## src/rtl/neuraedge_pe_pkg.sv

```systemverilog
`default_nettype none
// +--------------------------------------------------------------------------+
// | neuraedge_pe_pkg: state encodings and precision codes for the PE sequencer|
// | Rev 1.0                                                                  |
// +--------------------------------------------------------------------------+
package neuraedge_pe_pkg;

  localparam logic [2:0] ST_OFF     = 3'd0;
  localparam logic [2:0] ST_WAKE    = 3'd1;
  localparam logic [2:0] ST_IDLE    = 3'd2;
  localparam logic [2:0] ST_CLEAR   = 3'd3;
  localparam logic [2:0] ST_STREAM  = 3'd4;
  localparam logic [2:0] ST_FLUSH   = 3'd5;
  localparam logic [2:0] ST_CAPTURE = 3'd6;
  localparam logic [2:0] ST_RESULT  = 3'd7;

  typedef enum logic [2:0] {
    S_OFF     = ST_OFF,
    S_WAKE    = ST_WAKE,
    S_IDLE    = ST_IDLE,
    S_CLEAR   = ST_CLEAR,
    S_STREAM  = ST_STREAM,
    S_FLUSH   = ST_FLUSH,
    S_CAPTURE = ST_CAPTURE,
    S_RESULT  = ST_RESULT
  } seq_state_t;

  typedef enum logic [1:0] {
    PREC_INT8 = 2'd0,
    PREC_INT4 = 2'd1,
    PREC_INT2 = 2'd2,
    PREC_INT1 = 2'd3
  } precision_t;

  function automatic logic is_busy(input seq_state_t s);
    return !(s == S_OFF || s == S_IDLE);
  endfunction

endpackage
`default_nettype wire

```

## src/rtl/neuraedge_seq_timer.sv

```systemverilog
`default_nettype none
// +--------------------------------------------------------------------------+
// | neuraedge_seq_timer: loadable down-counter with zero/last flags          |
// | Rev 1.0                                                                  |
// +--------------------------------------------------------------------------+
import neuraedge_pe_pkg::*;

module neuraedge_seq_timer #(
  parameter int WIDTH = 8
) (
  input  logic             gated_clk,
  input  logic             reset,
  input  logic             load,
  input  logic [WIDTH-1:0] load_value,
  input  logic             dec,
  output logic             zero,
  output logic             last
);

  logic [WIDTH-1:0] count;

  always_ff @(posedge gated_clk or posedge reset) begin
    if (reset) begin
      count <= '0;
    end else if (load) begin
      count <= load_value;
    end else if (dec && count != '0) begin
      count <= count - WIDTH'(1);
    end
  end

  assign zero = (count == '0);
  // High on the cycle whose decrement lands on zero.
  assign last = (count == WIDTH'(1));

endmodule
`default_nettype wire

```

## src/rtl/neuraedge_pe_job_sequencer.sv

```systemverilog
`default_nettype none
// +--------------------------------------------------------------------------+
// | neuraedge_pe_job_sequencer: clear/stream/flush job control for one MAC PE|
// | Optional idle power-down: NEURAEDGE_SEQ_IDLE_PWRDN_EN. Rev 1.0           |
// +--------------------------------------------------------------------------+
import neuraedge_pe_pkg::*;

module neuraedge_pe_job_sequencer #(
  parameter int DATA_WIDTH   = 8,
  parameter int ACCUM_WIDTH  = 32,
  parameter int MAC_LANES    = 1,
  parameter int LEN_W        = 12,
  parameter int WAKE_CYCLES  = 4,
  parameter int IDLE_TIMEOUT = 64
) (
  input  logic                   gated_clk,
  input  logic                   reset,
  input  logic                   job_valid,
  output logic                   job_ready,
  input  logic [LEN_W-1:0]       job_len,
  input  logic [1:0]             job_precision,
  input  logic [MAC_LANES-1:0]   job_lane_mask,
  input  logic                   op_valid,
  output logic                   op_ready,
  input  logic [DATA_WIDTH-1:0]  op_a,
  input  logic [DATA_WIDTH-1:0]  op_b,
  output logic                   res_valid,
  input  logic                   res_ready,
  output logic [ACCUM_WIDTH-1:0] res_data,
  output logic                   pe_enable,
  output logic                   pe_power_gate_enable,
  output logic                   pe_clock_gate_enable,
  output logic                   pe_data_valid,
  output logic                   pe_accum_clear,
  output logic                   pe_accum_enable,
  output logic [DATA_WIDTH-1:0]  pe_data_a,
  output logic [DATA_WIDTH-1:0]  pe_data_b,
  output logic [1:0]             pe_precision_mode,
  output logic [MAC_LANES-1:0]   pe_lane_mask,
  input  logic [ACCUM_WIDTH-1:0] pe_accum_out,
  output logic                   busy
);

  localparam int TIMER_MAX = (WAKE_CYCLES > IDLE_TIMEOUT) ? WAKE_CYCLES : IDLE_TIMEOUT;
  localparam int TIMER_W   = $clog2(TIMER_MAX + 1);

  seq_state_t         state;
  seq_state_t         state_nxt;
  logic [LEN_W-1:0]   remaining;
  logic               stream_q;
  logic               pad_q;
  logic               timer_load;
  logic [TIMER_W-1:0] timer_value;
  logic               timer_dec;
  logic               timer_zero;
  logic               timer_last;

  wire job_fire = job_valid && job_ready;
  wire op_fire  = op_valid && op_ready;
  wire res_fire = res_valid && res_ready;

  neuraedge_seq_timer #(
    .WIDTH (TIMER_W)
  ) u_timer (
    .gated_clk  (gated_clk),
    .reset      (reset),
    .load       (timer_load),
    .load_value (timer_value),
    .dec        (timer_dec),
    .zero       (timer_zero),
    .last       (timer_last)
  );

  always_comb begin
    state_nxt = state;
    case (state)
      S_OFF:     if (job_valid) state_nxt = S_WAKE;
      S_WAKE:    if (timer_last || timer_zero) state_nxt = S_IDLE;
      S_IDLE: begin
        if (job_fire) state_nxt = S_CLEAR;
`ifdef NEURAEDGE_SEQ_IDLE_PWRDN_EN
        else if (timer_last || timer_zero) state_nxt = S_OFF;
`endif
      end
      S_CLEAR:   state_nxt = (remaining == '0) ? S_FLUSH : S_STREAM;
      S_STREAM:  if (op_fire && remaining == LEN_W'(1)) state_nxt = S_FLUSH;
      S_FLUSH:   state_nxt = S_CAPTURE;
      S_CAPTURE: state_nxt = S_RESULT;
      S_RESULT:  if (res_fire) state_nxt = S_IDLE;
      default:   state_nxt = S_OFF;
    endcase
  end

  // One timer serves both the wake settle time and the idle timeout.
  always_comb begin
    timer_load  = 1'b0;
    timer_value = '0;
    timer_dec   = 1'b0;
    if (state == S_OFF && state_nxt == S_WAKE) begin
      timer_load  = 1'b1;
      timer_value = TIMER_W'(WAKE_CYCLES);
    end
    if (state == S_WAKE) timer_dec = 1'b1;
`ifdef NEURAEDGE_SEQ_IDLE_PWRDN_EN
    if (state_nxt == S_IDLE && state != S_IDLE) begin
      timer_load  = 1'b1;
      timer_value = TIMER_W'(IDLE_TIMEOUT);
    end
    if (state == S_IDLE) timer_dec = 1'b1;
`endif
  end

  // Control outputs are decoded from the next state so they line up with it.
  always_ff @(posedge gated_clk or posedge reset) begin
    if (reset) begin
      state                <= S_OFF;
      remaining            <= '0;
      job_ready            <= 1'b0;
      op_ready             <= 1'b0;
      res_valid            <= 1'b0;
      res_data             <= '0;
      pe_enable            <= 1'b0;
      pe_power_gate_enable <= 1'b0;
      pe_clock_gate_enable <= 1'b0;
      pe_accum_clear       <= 1'b0;
      pe_accum_enable      <= 1'b0;
      pe_precision_mode    <= 2'(PREC_INT8);
      pe_lane_mask         <= '0;
      stream_q             <= 1'b0;
      pad_q                <= 1'b0;
      busy                 <= 1'b0;
    end else begin
      state                <= state_nxt;
      job_ready            <= (state_nxt == S_IDLE);
      op_ready             <= (state_nxt == S_STREAM);
      res_valid            <= (state_nxt == S_RESULT);
      pe_enable            <= (state_nxt != S_OFF);
      pe_power_gate_enable <= (state_nxt != S_OFF);
      pe_clock_gate_enable <= (state_nxt != S_OFF);
      pe_accum_clear       <= (state_nxt == S_CLEAR);
      pe_accum_enable      <= (state_nxt == S_STREAM) || (state_nxt == S_FLUSH);
      stream_q             <= (state_nxt == S_STREAM);
      pad_q                <= (state_nxt == S_CLEAR) || (state_nxt == S_FLUSH);
      busy                 <= is_busy(state_nxt);
      if (job_fire) begin
        remaining         <= job_len;
        pe_precision_mode <= job_precision;
        pe_lane_mask      <= job_lane_mask;
      end else if (state == S_STREAM && op_fire) begin
        remaining <= remaining - LEN_W'(1);
      end
      if (state == S_CAPTURE) res_data <= pe_accum_out;
    end
  end

  // CLEAR/FLUSH drive a zero beat; STREAM passes the operand stream straight through.
  assign pe_data_valid = pad_q || (stream_q && op_valid);
  assign pe_data_a     = stream_q ? op_a : '0;
  assign pe_data_b     = stream_q ? op_b : '0;

endmodule
`default_nettype wire
```

## config.mk

```make
export PLATFORM = sky130hd
export DESIGN_NAME = neuraedge_pe_job_sequencer
export DESIGN_NICKNAME = d
export VERILOG_FILES = /design/src/rtl/neuraedge_pe_pkg.sv /design/src/rtl/neuraedge_seq_timer.sv /design/src/rtl/neuraedge_pe_job_sequencer.sv
export SDC_FILE = /design/constraint.sdc
export NUM_CORES = 1
export LEC_CHECK = 0
export BUFFER_PORTS_ARGS = -buffer_cell sky130_fd_sc_hd__buf_2
export CAP_MARGIN = 20
export CORE_UTILIZATION = 43
export DETAILED_ROUTE_END_ITERATION = 7
export GPL_TIMING_DRIVEN = 0
export PLACE_DENSITY = 0.82
export SLEW_MARGIN = 5
export SYNTH_ARGS = -nofsm -noshare
export SYNTH_HDL_FRONTEND = slang
export SYNTH_SLANG_ARGS = --single-unit
```

## constraint.sdc

```tcl
create_clock -name gated_clk -period 2.3 [get_ports gated_clk]
set_input_delay 0.575 -clock gated_clk [delete_from_list [all_inputs] [get_ports gated_clk]]
set_output_delay 0.575 -clock gated_clk [all_outputs]
set_load 0.01 [all_outputs]
```

==> results.toml <==
[synth]
synth_warnings = 0
synth_cells = 252
ys_ff_latch = 65
seq_area_frac_synth_pct = 54.9
ys_async_sr_fraction_pct = 100
yosys.area.top_type_share_pct = 54.9
synth_cell_type_count = 37
synth_edf_count = 0
synthTopCellsByArea = "dfrtp_1 55%, mux2_2 14%, and2_1 3.8%"
synth_nets = 326
avgSynthCellArea_sq_um = 11.8
synth_top_area_cell = "dfrtp_1"
synth_area_sq_um = 2960
synthFlopType = "dfrtp_1"

[setup_path]
worst_setup_path_start_kind = "flop"
worstSetupPathType = "flop to flop"
crit_fanout = 6
worstSetupEndpointType = "flop"
cp_cell_sequence = "inv_1 -> ha_1 -> a311oi_2 -> nand2_1 -> or4_1 -> a21oi_1"
cp.required_ps = 2560
cpPeakStageDelay_ps = 460
critPathTopFamily = "compound AO/OA/AOI/OAI gates"
cp_slowest_cell = "a311oi_2"
path_buf_inv = 1
cp.arrival_ps = 2310

[place]
dp_hpwl_mm = 4.81
place.gp.congestion = 0.807
io_buffer_count = 128

[hold_path]
hp-class = "primary input to async pin"

[power_and_ir_drop]
vdd_drop_max_v = 0.000773
p_leak_nw = 1.92
clkPwrFrac_pct = 18.0
pwr-share-comb_pct = 40.8
p_switching_mw = 1.79
pwr-share-seq_pct = 41.2
p_per_area_nw_per_um2 = 1260
internal_power_mw = 3.21
p_total_mw = 5.00
swShare_pct = 35.7

[timing]
post-route-min-period_ps = 2060
slew_violations = 0
max_slew_margin_pct = 65.3
worst_pin_slew_ps = 520
max_freq_ghz = 0.486
holdWs_ps = 267
finalHoldViolations = 0
finalSetupViolations = 0
post-route-period-util_pct = 89.5
fin_skew_ps = 8.15
rsz0062_at_grt = "false"

[grt]
grt.overflow.total = 0
grt_pass1_vias = 2416
antenna_found_initial = 0
grt.total_usage_pct = 18.8
grt_max_degree = 24
grt_first_pass_wirelength_mm = 10.6

[job]
max_cap_violations = 0

[cts]
clock_sinks = 65
cts_setup_buffers = 0
cts_buffer_depth = 2
clkTransAtPathRegs_ps = 70
clock_latency_ps = 330
numCtsBuffers = 9
cts.root.buffer_cell = "clkbuf_8"
cts_tree = "yes"
h-tree-depth = 3

[floorplan]
core-area_sq_um = 6490
rows = 29
start_util_pct = 45.6
dieArea_sq_um = 7230
dieWidth_um = 85.0
die_y_um = 85.0
ios = 129

[finish]
n_antenna_cell = 0
fin_util_pct = 60.9
syn_to_final_growth_pct = 33.4
final_nets = 467
drive_gt1_share_pct = 48.5

[detailed_routing]
wl_per_cell_um = 13.2
dr.first_iter.drc_count = 79
drt_wl_total_mm = 6.25
drcViolationCount = 0
detail-route-antenna-nets = 0
drtPass1Iterations = 4
via_count = 2360
drt-vias-per-instance = 4.97

[outcome]
status = "completed"
## layout make-up
cell class	instances	area [sq um]
flip-flops and latches	65	1630
repair buffers	130	696
fillers	567	2540
plain buffers	12	53.8
inverters	7	26.3
multi-input cells	168	1260
well taps	77	96.3
clock buffers	12	165
clock inverters	4	26.3
## worst reg2reg max path, delay by kind of cell (launching register included)
family	cells	cell delay, ps
flops	1	410
compound gates	2	620
simple gates	2	610
fa+ha+maj	1	250
buf+inv	1	100
## cell families (layout without fill, tap and decap cells)
kind of cell / count (synthesis) / count (layout) / share of synthesized area, %
AOI/OAI and AO/OA: 27 / 27 / 6.33
xor gates and xnor gates: 14 / 14 / 4.14
adders and majority gates: 6 / 6 / 2.53
buffers and inverters: 19 / 165 / 2.70
DFF: 65 / 65 / 54.9
muxes: 38 / 38 / 14.4
and+or+nand+nor: 83 / 83 / 15.1
## layout by cell type (no fill, tap or decap), types with 5 or more instances in the layout
cell type / instances
and2_1: 18
xor2_1: 5
buf_2: 129
clkbuf_8: 12
a21oi_1: 13
nor2_1: 25
inv_1: 6
clkbuf_1: 9
xnor2_1: 9
nand2b_1: 6
ha_1: 6
mux2_2: 36
nand2_1: 9
dfrtp_1: 65
nor3_1: 7
## registers in the layout, summed over array words and instances (netlist names)
register,count
stream_q,1
pe_accum_enable,1
busy,1
res_data,32
pe_lane_mask,1
remaining,12
res_valid,1
state,3
pad_q,1
u_timer.count,7
pe_precision_mode,2
pe_clock_gate_enable,1
job_ready,1
pe_accum_clear,1
## routing by layer
| layer | up-vias | track usage [%] | wire length (um) |
|---|---|---|---|
| li1 | 1146 | - | - |
| met1 | 1105 | 21.3 | 2610 |
| met2 | 101 | 33.2 | 3080 |
| met3 | 8 | 6.32 | 485 |
| met4 | 0 | 6.16 | 74 |
| met5 | - | 0 | 0 |
## power groups by stage
stage	combinational (mW)	sequential [mW]	clock, mW
CTS	2.07	2.06	0.927
floorplan	1.19	2.19	0
finish	2.04	2.06	0.900
global placement	1.98	2.03	0
global route	2.25	2.14	0.978
detailed placement	2.06	2.07	0
## final timing paths
check / slack [ps] / cells after the start / start / end
min in group gated_clk: 470 / 2 / pe_accum_out[7] / res_data[7]$_DFFE_PP0P_
worst min register to register: 500 / 1 / res_data[7]$_DFFE_PP0P_ / res_data[7]$_DFFE_PP0P_
worst min-delay path: 270 / 2 / reset / res_data[4]$_DFFE_PP0P_
worst max register to register: 240 / 6 / u_timer.count[0]$_DFFE_PP0P_ / u_timer.count[4]$_DFFE_PP0P_
max in group asynchronous: 1360 / 4 / reset / state[1]$_DFF_PP0_
worst max-delay path: 240 / 6 / u_timer.count[0]$_DFFE_PP0P_ / u_timer.count[4]$_DFFE_PP0P_
## cells in the mapped netlist, types with 2 or more instances
| library cell | number |
|---|---|
| dfrtp_1 | 65 |
| buf_4 | 2 |
| o31ai_1 | 2 |
| nand3_1 | 2 |
| inv_1 | 7 |
| and2_1 | 18 |
| a31oi_1 | 3 |
| or3_1 | 2 |
| ha_1 | 6 |
| xor2_1 | 5 |
| nand2b_1 | 6 |
| mux2i_1 | 2 |
| nand2_1 | 9 |
| nor3_1 | 7 |
| or4_4 | 2 |
| nor4_1 | 3 |
| clkbuf_1 | 9 |
| xnor2_1 | 9 |
| a21oi_1 | 13 |
| a211oi_1 | 2 |
| nor2_1 | 25 |
| nand4_1 | 3 |
| mux2_2 | 36 |
## per-stage QoR
step                      area (sq um)  setup WS, ps  TNS [ps]  cells
after floorplan                   2960          98.5         0    252
after global placement            3700          -632    -40990    457
after detailed placement          3760           195         0    459
after CTS                         3950           201         0    475
after global routing              3950          51.4         0    475
final                             3950           242         0    475
## repair_timing
| item | in CTS | in global routing |
|---|---|---|
| setup endpoints to repair | 0 | 1 |
| hold buffers | 0 | 0 |
| gates resized for setup | 0 | 1 |
Note: power is estimated with default switching activity, not from simulation.
